### src/rtl/fft_seq_pkg.sv
// Shared types and defaults for the 8-point FFT frame sequencer.
package fft_seq_pkg;

  localparam int DATA_W_DEF  = 16;
  localparam int N_PTS       = 8;
  localparam int IDX_W       = 3;
  localparam int TIMEOUT_DEF = 15;

  typedef enum logic [2:0] {
    ST_CLR,
    ST_LOAD,
    ST_WR,
    ST_RUN,
    ST_DRAIN
  } state_e;

  // The sequencer reports busy while a frame is owned by the core or being drained.
  function automatic logic is_busy(input state_e s);
    return (s == ST_WR) || (s == ST_RUN) || (s == ST_DRAIN);
  endfunction

endpackage

### src/rtl/fft_frame_buf.sv
// Eight-slot complex sample register file: indexed single-slot write,
// whole-frame parallel load, flat packed read (slot k at [k*DATA_W +: DATA_W]).
module fft_frame_buf
  import fft_seq_pkg::*;
#(
  parameter int DATA_W = DATA_W_DEF
) (
  input  logic                    CLK,
  input  logic                    clr,
  input  logic                    wr_en,
  input  logic [IDX_W-1:0]        wr_idx,
  input  logic [DATA_W-1:0]       wr_re,
  input  logic [DATA_W-1:0]       wr_im,
  input  logic                    ld_en,
  input  logic [N_PTS*DATA_W-1:0] ld_re,
  input  logic [N_PTS*DATA_W-1:0] ld_im,
  output logic [N_PTS*DATA_W-1:0] rd_re,
  output logic [N_PTS*DATA_W-1:0] rd_im
);

  logic [N_PTS*DATA_W-1:0] re_q, re_d;
  logic [N_PTS*DATA_W-1:0] im_q, im_d;

  // Next buffer contents: a full-frame load takes priority over a single-slot write.
  always_comb begin
    // NOTE: every comb output gets a default first so no path infers a latch.
    re_d = re_q;
    im_d = im_q;
    if (ld_en) begin
      re_d = ld_re;
      im_d = ld_im;
    end else if (wr_en) begin
      re_d[wr_idx*DATA_W +: DATA_W] = wr_re;
      im_d[wr_idx*DATA_W +: DATA_W] = wr_im;
    end
  end

  // Storage update with synchronous clear.
  always_ff @(posedge CLK) begin
    // NOTE: the storage is cleared on reset because its contents are visible on
    // output ports; a discarded frame must not leak into the next one.
    if (clr) begin
      re_q <= '0;
      im_q <= '0;
    end else begin
      re_q <= re_d;
      im_q <= im_d;
    end
  end

  assign rd_re = re_q;
  assign rd_im = im_q;

endmodule

### src/rtl/fft_8_seq.sv
// Frame sequencer around an external 8-point FFT core: collects 8 input
// samples, hands them to the core, waits for the result and streams the 8
// bins out in ascending order. Pure data movement, no arithmetic.
module fft_8_seq
  import fft_seq_pkg::*;
#(
  parameter int DATA_W  = DATA_W_DEF,
  parameter int TIMEOUT = TIMEOUT_DEF
) (
  input  logic                    CLK,
  input  logic                    RST,
  input  logic                    abort,
  input  logic                    in_valid,
  output logic                    in_ready,
  input  logic [DATA_W-1:0]       in_re,
  input  logic [DATA_W-1:0]       in_im,
  output logic                    out_valid,
  input  logic                    out_ready,
  output logic [DATA_W-1:0]       out_re,
  output logic [DATA_W-1:0]       out_im,
  output logic [IDX_W-1:0]        out_idx,
  output logic                    out_last,
  output logic                    fft_rst_n,
  output logic                    fft_write,
  output logic                    fft_start,
  output logic [N_PTS*DATA_W-1:0] fft_in_re,
  output logic [N_PTS*DATA_W-1:0] fft_in_im,
  input  logic                    fft_ready,
  input  logic [N_PTS*DATA_W-1:0] fft_out_re,
  input  logic [N_PTS*DATA_W-1:0] fft_out_im,
  output logic                    busy,
  output logic                    err_timeout,
  output logic [15:0]             frame_cnt
);

  localparam int RUN_W = (TIMEOUT > 1) ? $clog2(TIMEOUT) : 1;
  localparam logic [IDX_W-1:0] LAST_IDX = IDX_W'(N_PTS - 1);

  state_e             state_q, state_d;
  logic [IDX_W-1:0]   cnt_q, cnt_d;
  logic [IDX_W-1:0]   out_idx_q, out_idx_d;
  logic [RUN_W-1:0]   run_cnt_q, run_cnt_d;
  logic               err_q, err_d;
  logic [15:0]        frame_cnt_q, frame_cnt_d;

  logic in_ready_q, out_valid_q, out_last_q;
  logic fft_write_q, fft_start_q, fft_rst_n_q, busy_q;

  logic                    in_beat, out_beat, out_load, buf_clr;
  logic [N_PTS*DATA_W-1:0] out_buf_re, out_buf_im;

  // Transfers are suppressed by abort so an aborted beat never lands in a buffer.
  always_comb begin
    in_beat  = in_valid && in_ready_q && !abort;
    out_beat = out_valid_q && out_ready && !abort;
    out_load = (state_q == ST_RUN) && fft_ready && !abort;
    buf_clr  = RST || abort;
  end

  fft_frame_buf #(.DATA_W(DATA_W)) u_in_buf (
    .CLK    (CLK),
    .clr    (buf_clr),
    .wr_en  (in_beat),
    .wr_idx (cnt_q),
    .wr_re  (in_re),
    .wr_im  (in_im),
    .ld_en  (1'b0),
    .ld_re  ('0),
    .ld_im  ('0),
    .rd_re  (fft_in_re),
    .rd_im  (fft_in_im)
  );

  fft_frame_buf #(.DATA_W(DATA_W)) u_out_buf (
    .CLK    (CLK),
    .clr    (buf_clr),
    .wr_en  (1'b0),
    .wr_idx ('0),
    .wr_re  ('0),
    .wr_im  ('0),
    .ld_en  (out_load),
    .ld_re  (fft_out_re),
    .ld_im  (fft_out_im),
    .rd_re  (out_buf_re),
    .rd_im  (out_buf_im)
  );

  // Frame sequencing: next state, counters and sticky timeout flag.
  always_comb begin
    state_d     = state_q;
    cnt_d       = cnt_q;
    out_idx_d   = out_idx_q;
    run_cnt_d   = run_cnt_q;
    err_d       = err_q;
    frame_cnt_d = frame_cnt_q;
    if (abort) begin
      state_d   = ST_CLR;
      cnt_d     = '0;
      out_idx_d = '0;
      run_cnt_d = '0;
    end else begin
      unique case (state_q)
        ST_CLR: begin
          state_d   = ST_LOAD;
          cnt_d     = '0;
          out_idx_d = '0;
          run_cnt_d = '0;
        end
        ST_LOAD: begin
          if (in_beat) begin
            if (cnt_q == LAST_IDX) begin
              state_d = ST_WR;
              cnt_d   = '0;
            end else begin
              cnt_d = cnt_q + IDX_W'(1);
            end
          end
        end
        ST_WR: begin
          state_d   = ST_RUN;
          run_cnt_d = '0;
        end
        ST_RUN: begin
          if (fft_ready) begin
            state_d   = ST_DRAIN;
            out_idx_d = '0;
          end else if (run_cnt_q == RUN_W'(TIMEOUT - 1)) begin
            state_d = ST_CLR;
            err_d   = 1'b1;
          end else begin
            run_cnt_d = run_cnt_q + RUN_W'(1);
          end
        end
        ST_DRAIN: begin
          if (out_beat) begin
            if (out_idx_q == LAST_IDX) begin
              state_d     = ST_CLR;
              out_idx_d   = '0;
              frame_cnt_d = frame_cnt_q + 16'd1;
            end else begin
              out_idx_d = out_idx_q + IDX_W'(1);
            end
          end
        end
        default: state_d = ST_CLR;
      endcase
    end
  end

  // State, counters and registered control outputs decoded from the next state.
  always_ff @(posedge CLK) begin
    // NOTE: sequential state uses non-blocking assignments so every flop samples
    // pre-edge values regardless of statement order.
    if (RST) begin
      state_q     <= ST_CLR;
      cnt_q       <= '0;
      out_idx_q   <= '0;
      run_cnt_q   <= '0;
      err_q       <= 1'b0;
      frame_cnt_q <= '0;
      in_ready_q  <= 1'b0;
      out_valid_q <= 1'b0;
      out_last_q  <= 1'b0;
      fft_write_q <= 1'b0;
      fft_start_q <= 1'b0;
      fft_rst_n_q <= 1'b0;
      busy_q      <= 1'b0;
    end else begin
      state_q     <= state_d;
      cnt_q       <= cnt_d;
      out_idx_q   <= out_idx_d;
      run_cnt_q   <= run_cnt_d;
      err_q       <= err_d;
      frame_cnt_q <= frame_cnt_d;
      in_ready_q  <= (state_d == ST_LOAD);
      out_valid_q <= (state_d == ST_DRAIN);
      out_last_q  <= (state_d == ST_DRAIN) && (out_idx_d == LAST_IDX);
      fft_write_q <= (state_d == ST_WR);
      fft_start_q <= (state_d == ST_RUN);
      fft_rst_n_q <= (state_d != ST_CLR);
      busy_q      <= is_busy(state_d);
    end
  end

  assign in_ready    = in_ready_q;
  assign out_valid   = out_valid_q;
  assign out_last    = out_last_q;
  assign out_idx     = out_idx_q;
  assign out_re      = out_buf_re[out_idx_q*DATA_W +: DATA_W];
  assign out_im      = out_buf_im[out_idx_q*DATA_W +: DATA_W];
  assign fft_write   = fft_write_q;
  assign fft_start   = fft_start_q;
  assign fft_rst_n   = fft_rst_n_q;
  assign busy        = busy_q;
  assign err_timeout = err_q;
  assign frame_cnt   = frame_cnt_q;

endmodule

### config.mk
export PLATFORM = sky130hd
export DESIGN_NAME = fft_8_seq
export DESIGN_NICKNAME = d
export VERILOG_FILES = /design/src/rtl/fft_seq_pkg.sv /design/src/rtl/fft_frame_buf.sv /design/src/rtl/fft_8_seq.sv
export SDC_FILE = /design/constraint.sdc
export NUM_CORES = 1
export LEC_CHECK = 0
export CAP_MARGIN = 20
export CORE_AREA = 3 3 233 235
export DETAILED_ROUTE_END_ITERATION = 10
export DIE_AREA = 0 0 236 238
export PLACE_DENSITY = 0.72
export SETUP_SLACK_MARGIN = 0.1
export SYNTH_ARGS = -nofsm -noshare
export SYNTH_HDL_FRONTEND = slang
export SYNTH_SLANG_ARGS = --single-unit
### constraint.sdc
create_clock -name CLK -period 2.45 [get_ports CLK]
set_clock_uncertainty 0.1 [all_clocks]
set_input_delay 0.245 -clock CLK [delete_from_list [all_inputs] [get_ports CLK]]
set_output_delay 0.245 -clock CLK [all_outputs]
set_load 0.02 [all_outputs]
==> results.yml <==
outcome:
  status: "finished, violations left"
  failed_checks: "setup timing"
placement:
  dp.cells: 3646
  routabilityCongestion: 0.928
  dp_hpwl_um: 55400
  io_buffers: 608
  dpl_cell_area_um2: 28300
critical_path:
  r2r-start: "out_idx[0]"
  worstSetupPathType: "reg -> out"
  cp_slowest_cell: "mux4_2"
  path_cells: "buf_12 -> buf_12 -> buf_16 -> mux4_2 -> mux2_4 -> buf_6"
  worstPathRequired_ns: 2.11
  ff2ff_setup_slack_ns: -0.07
  start_kind: "flip-flop"
  cp.buffers_inverters: 4
  critPathTopFamily: "multiplexers"
  crit_path_frequent_cell: "buf_12"
  critPathMaxStageDelay_ns: 0.53
  crit_path_end_kind: "primary output"
  path_max_fanout: 7
  critPathArrivalTime_ns: 2.30
  r2r-end: "frame_cnt[12]"
  worst_r2r_path_depth: 11
final_layout:
  fillers: 4386
  final_common_cell: "nand2_1"
  area_growth_pct: 46.0
  multi_input_area_um2: 9530
  drive_above_1_share_pct: 11.6
  fin_util_pct: 58.7
  layout.cells.non_filler: 3775
  seqCellArea_um2: 11000
  final_cell_area_um2: 30800
  final_cell_mix: "758 x nand2_1, 574 x clkdlybuf4s50_1, 545 x dfxtp_1"
  nNetsFinal: 3346
synth:
  synthFlopType: "dfxtp_1"
  ys_warn_count: 0
  async_reset_ff_share_pct: 0
  synth_edf_count: 0
  syn_area_per_cell_um2: 8.50
  synth.yosys.seq_area_share_pct: 52.2
  synthesis.nets: 2782
  netlist_instances: 2479
  synth_area_um2: 21100
  synth-seq-cells: 549
  synth_cell_types: 46
route:
  ant_nets: 0
  wl_um: 76500
  routed-via-count: 20666
  wl_met1_um: 30200
  via_per_inst: 5.47
  wl_per_cell_um: 20.3
  wl_met2_um: 36700
  route.detailed.drc: 0
  drt_pass1_iterations: 6
  highest_layer: "met5"
  wl_met3_um: 6850
  drt_iter0_markers: 1919
min_path:
  holdPathStages: 3
  holdPathEnd: "u_out_buf.rd_re[45]"
  worstHoldStart: "fft_out_re[45]"
  holdCritPathClass: "in -> reg"
grt:
  antenna_found_initial: 3
  overflow: 0
  grt_pass1_vias: 19636
  grt_max_degree: 100
  grt.total_usage_pct: 25.7
  grt_pass1_wl_um: 115000
clock_network:
  cts_sinks: 549
  clkTransAtPathRegs_ns: 0.06
  cts.path.max_buffers: 3
  cts_made_buffers: 55
  htreeDepth: 2
  clock_latency_ns: 0.59
  tritoncts: "done"
  clk_root_buffer_cell: "clkbuf_16"
floorplan:
  start_util_pct: 40.2
  fp.dieW_um: 236
  die_area_um2: 56200
  ioPinCount: 609
  die_height_um: 238
  core_area_um2: 52400
  num_rows: 84
pwr:
  p_leak_uw: 0.0102
  vdd_drop_max_mv: 0.468
  power.density_nw_per_um2: 595
sta:
  hold_viol_final: 0
  relSlewSlack_pct: 51.4
  finalWorstSetupSlack_ns: -0.199
  period_share_pct: 108
  finalSetupViolations: 40
  min_period_ns: 2.65
  slew_viol_final: 0
  tightest_slew_ns: 0.728
  fmax_ghz: 0.377
  rsz0062_at_grt: "true"
run:
  drv_cap: 0
routing by layer:
metal	vias up	global-route usage, %
met1	9886	33.6
met4	2	8.83
met2	1056	42.9
met3	161	5.03
met5	-	0
li1	9561	-
what timing repair did:
item,in CTS,in global routing
buffers inserted,14,12
cloned,3,0
pin swaps,8,3
hold buffers,0,0
resized for setup,238,33
endpoints found under the setup margin,39,126
cell type report:
cell class / instances / area share, %
sequential: 549 / 35.8
multi-input combinational: 1711 / 31.0
timing repair buffer: 717 / 24.5
clock buffer: 80 / 5.17
tap: 688 / 2.80
clock inverter: 19 / 0.712
inverter: 9 / 0.110
antenna: 2 / 0.0163
worst max path at each step:
stage / from / slack, ns / endpoint / cells past startpoint
final: out_idx[0] / -0.20 / out_im[5] / 6
after global routing: out_idx[0] / -0.27 / out_im[5] / 6
after CTS: out_idx[0] / -0.22 / out_im[5] / 6
after detailed placement: out_idx[0] / 0.03 / frame_cnt[14] / 7
after floorplan: cnt_q[0] / 0.07 / u_in_buf.rd_im[0] / 10
after global placement: out_idx[0] / 0.08 / out_re[3] / 4
where the power goes:
| part | switching, uW | total (uW) | internal (uW) |
|---|---|---|---|
| clock | 3540 | 8460 | 4920 |
| sequential | 4.01 | 8930 | 8930 |
| combinational | 412 | 908 | 496 |
| total | 3950 | 18300 | 14300 |
state kept, by name (all words and copies together) (netlist names), 3 cells and up:
register,flops
run_cnt_q,4
frame_cnt,16
u_out_buf.rd_re,128
u_out_buf.rd_im,128
u_in_buf.rd_re,128
cnt_q,3
state_q,3
out_idx,3
u_in_buf.rd_im,128
Yosys cell counts (2+ instances only):
library cell | number | share of area (%)
buf_2 | 2 | 0.048
nor4bb_1 | 3 | 0.14
or3_1 | 8 | 0.24
dfxtp_1 | 549 | 52
buf_1 | 31 | 0.55
inv_1 | 9 | 0.16
nand3b_1 | 18 | 0.64
nand4b_1 | 6 | 0.25
nor3b_1 | 3 | 0.11
and4b_1 | 3 | 0.14
mux2_2 | 34 | 1.8
nor4_1 | 2 | 0.059
nor2_1 | 23 | 0.41
and3b_1 | 4 | 0.17
nor3_1 | 8 | 0.19
nor2b_1 | 2 | 0.059
xor2_1 | 4 | 0.17
ha_1 | 9 | 0.53
o21ai_0 | 156 | 3.7
mux4_2 | 64 | 6.8
a211o_1 | 2 | 0.083
and3_1 | 4 | 0.12
nand3_1 | 199 | 4.7
clkbuf_1 | 176 | 3.1
a21oi_1 | 364 | 8.6
nand4_1 | 9 | 0.27
or4_1 | 4 | 0.14
xnor2_1 | 5 | 0.21
nand2_1 | 758 | 14
mux2i_1 | 3 | 0.14
nor4b_1 | 2 | 0.083
worst register-to-register path: stages, from the launching register on:
cell and delay, ns:
dfxtp_4 0.37, buf_12 0.15, buf_12 0.15, buf_8 0.12
buf_6 0.11, ha_4 0.13, ha_4 0.13, and3_4 0.18
or4b_4 0.51, buf_4 0.17, o21ai_1 0.21, a21oi_2 0.08
cells by family (layout without fill, tap and decap cells):
logic type	count (synthesis)	after routing	synth area share (%)
multiplexers	101	101	8.80
other	0	2	0
flip-flops	549	549	52.2
AO/OA/AOI/OAI	531	531	12.8
XOR/XNOR	9	9	0.374
AND/OR/NAND/NOR	1061	1061	21.5
adder cells (fa/ha/maj)	9	9	0.534
buffers and inverters	219	825	3.92
stage by stage:
| step | worst slack, ns | hold WS [ns] | setup TNS, ns | total power, uW |
|---|---|---|---|---|
| CTS | -0.221 | 0.0613 | -4.84 | 18400 |
| global placement | 0.0784 | 0.337 | 0 | 10000 |
| detailed placement | 0.0343 | 0.340 | 0 | 10000 |
| global route | -0.271 | 0.0826 | -7.30 | 18800 |
| floorplan | 0.0742 | 0.214 | 0 | 9330 |
| finish | -0.199 | 0.0922 | -4.40 | 18300 |
(Power assumes the default switching activity.)
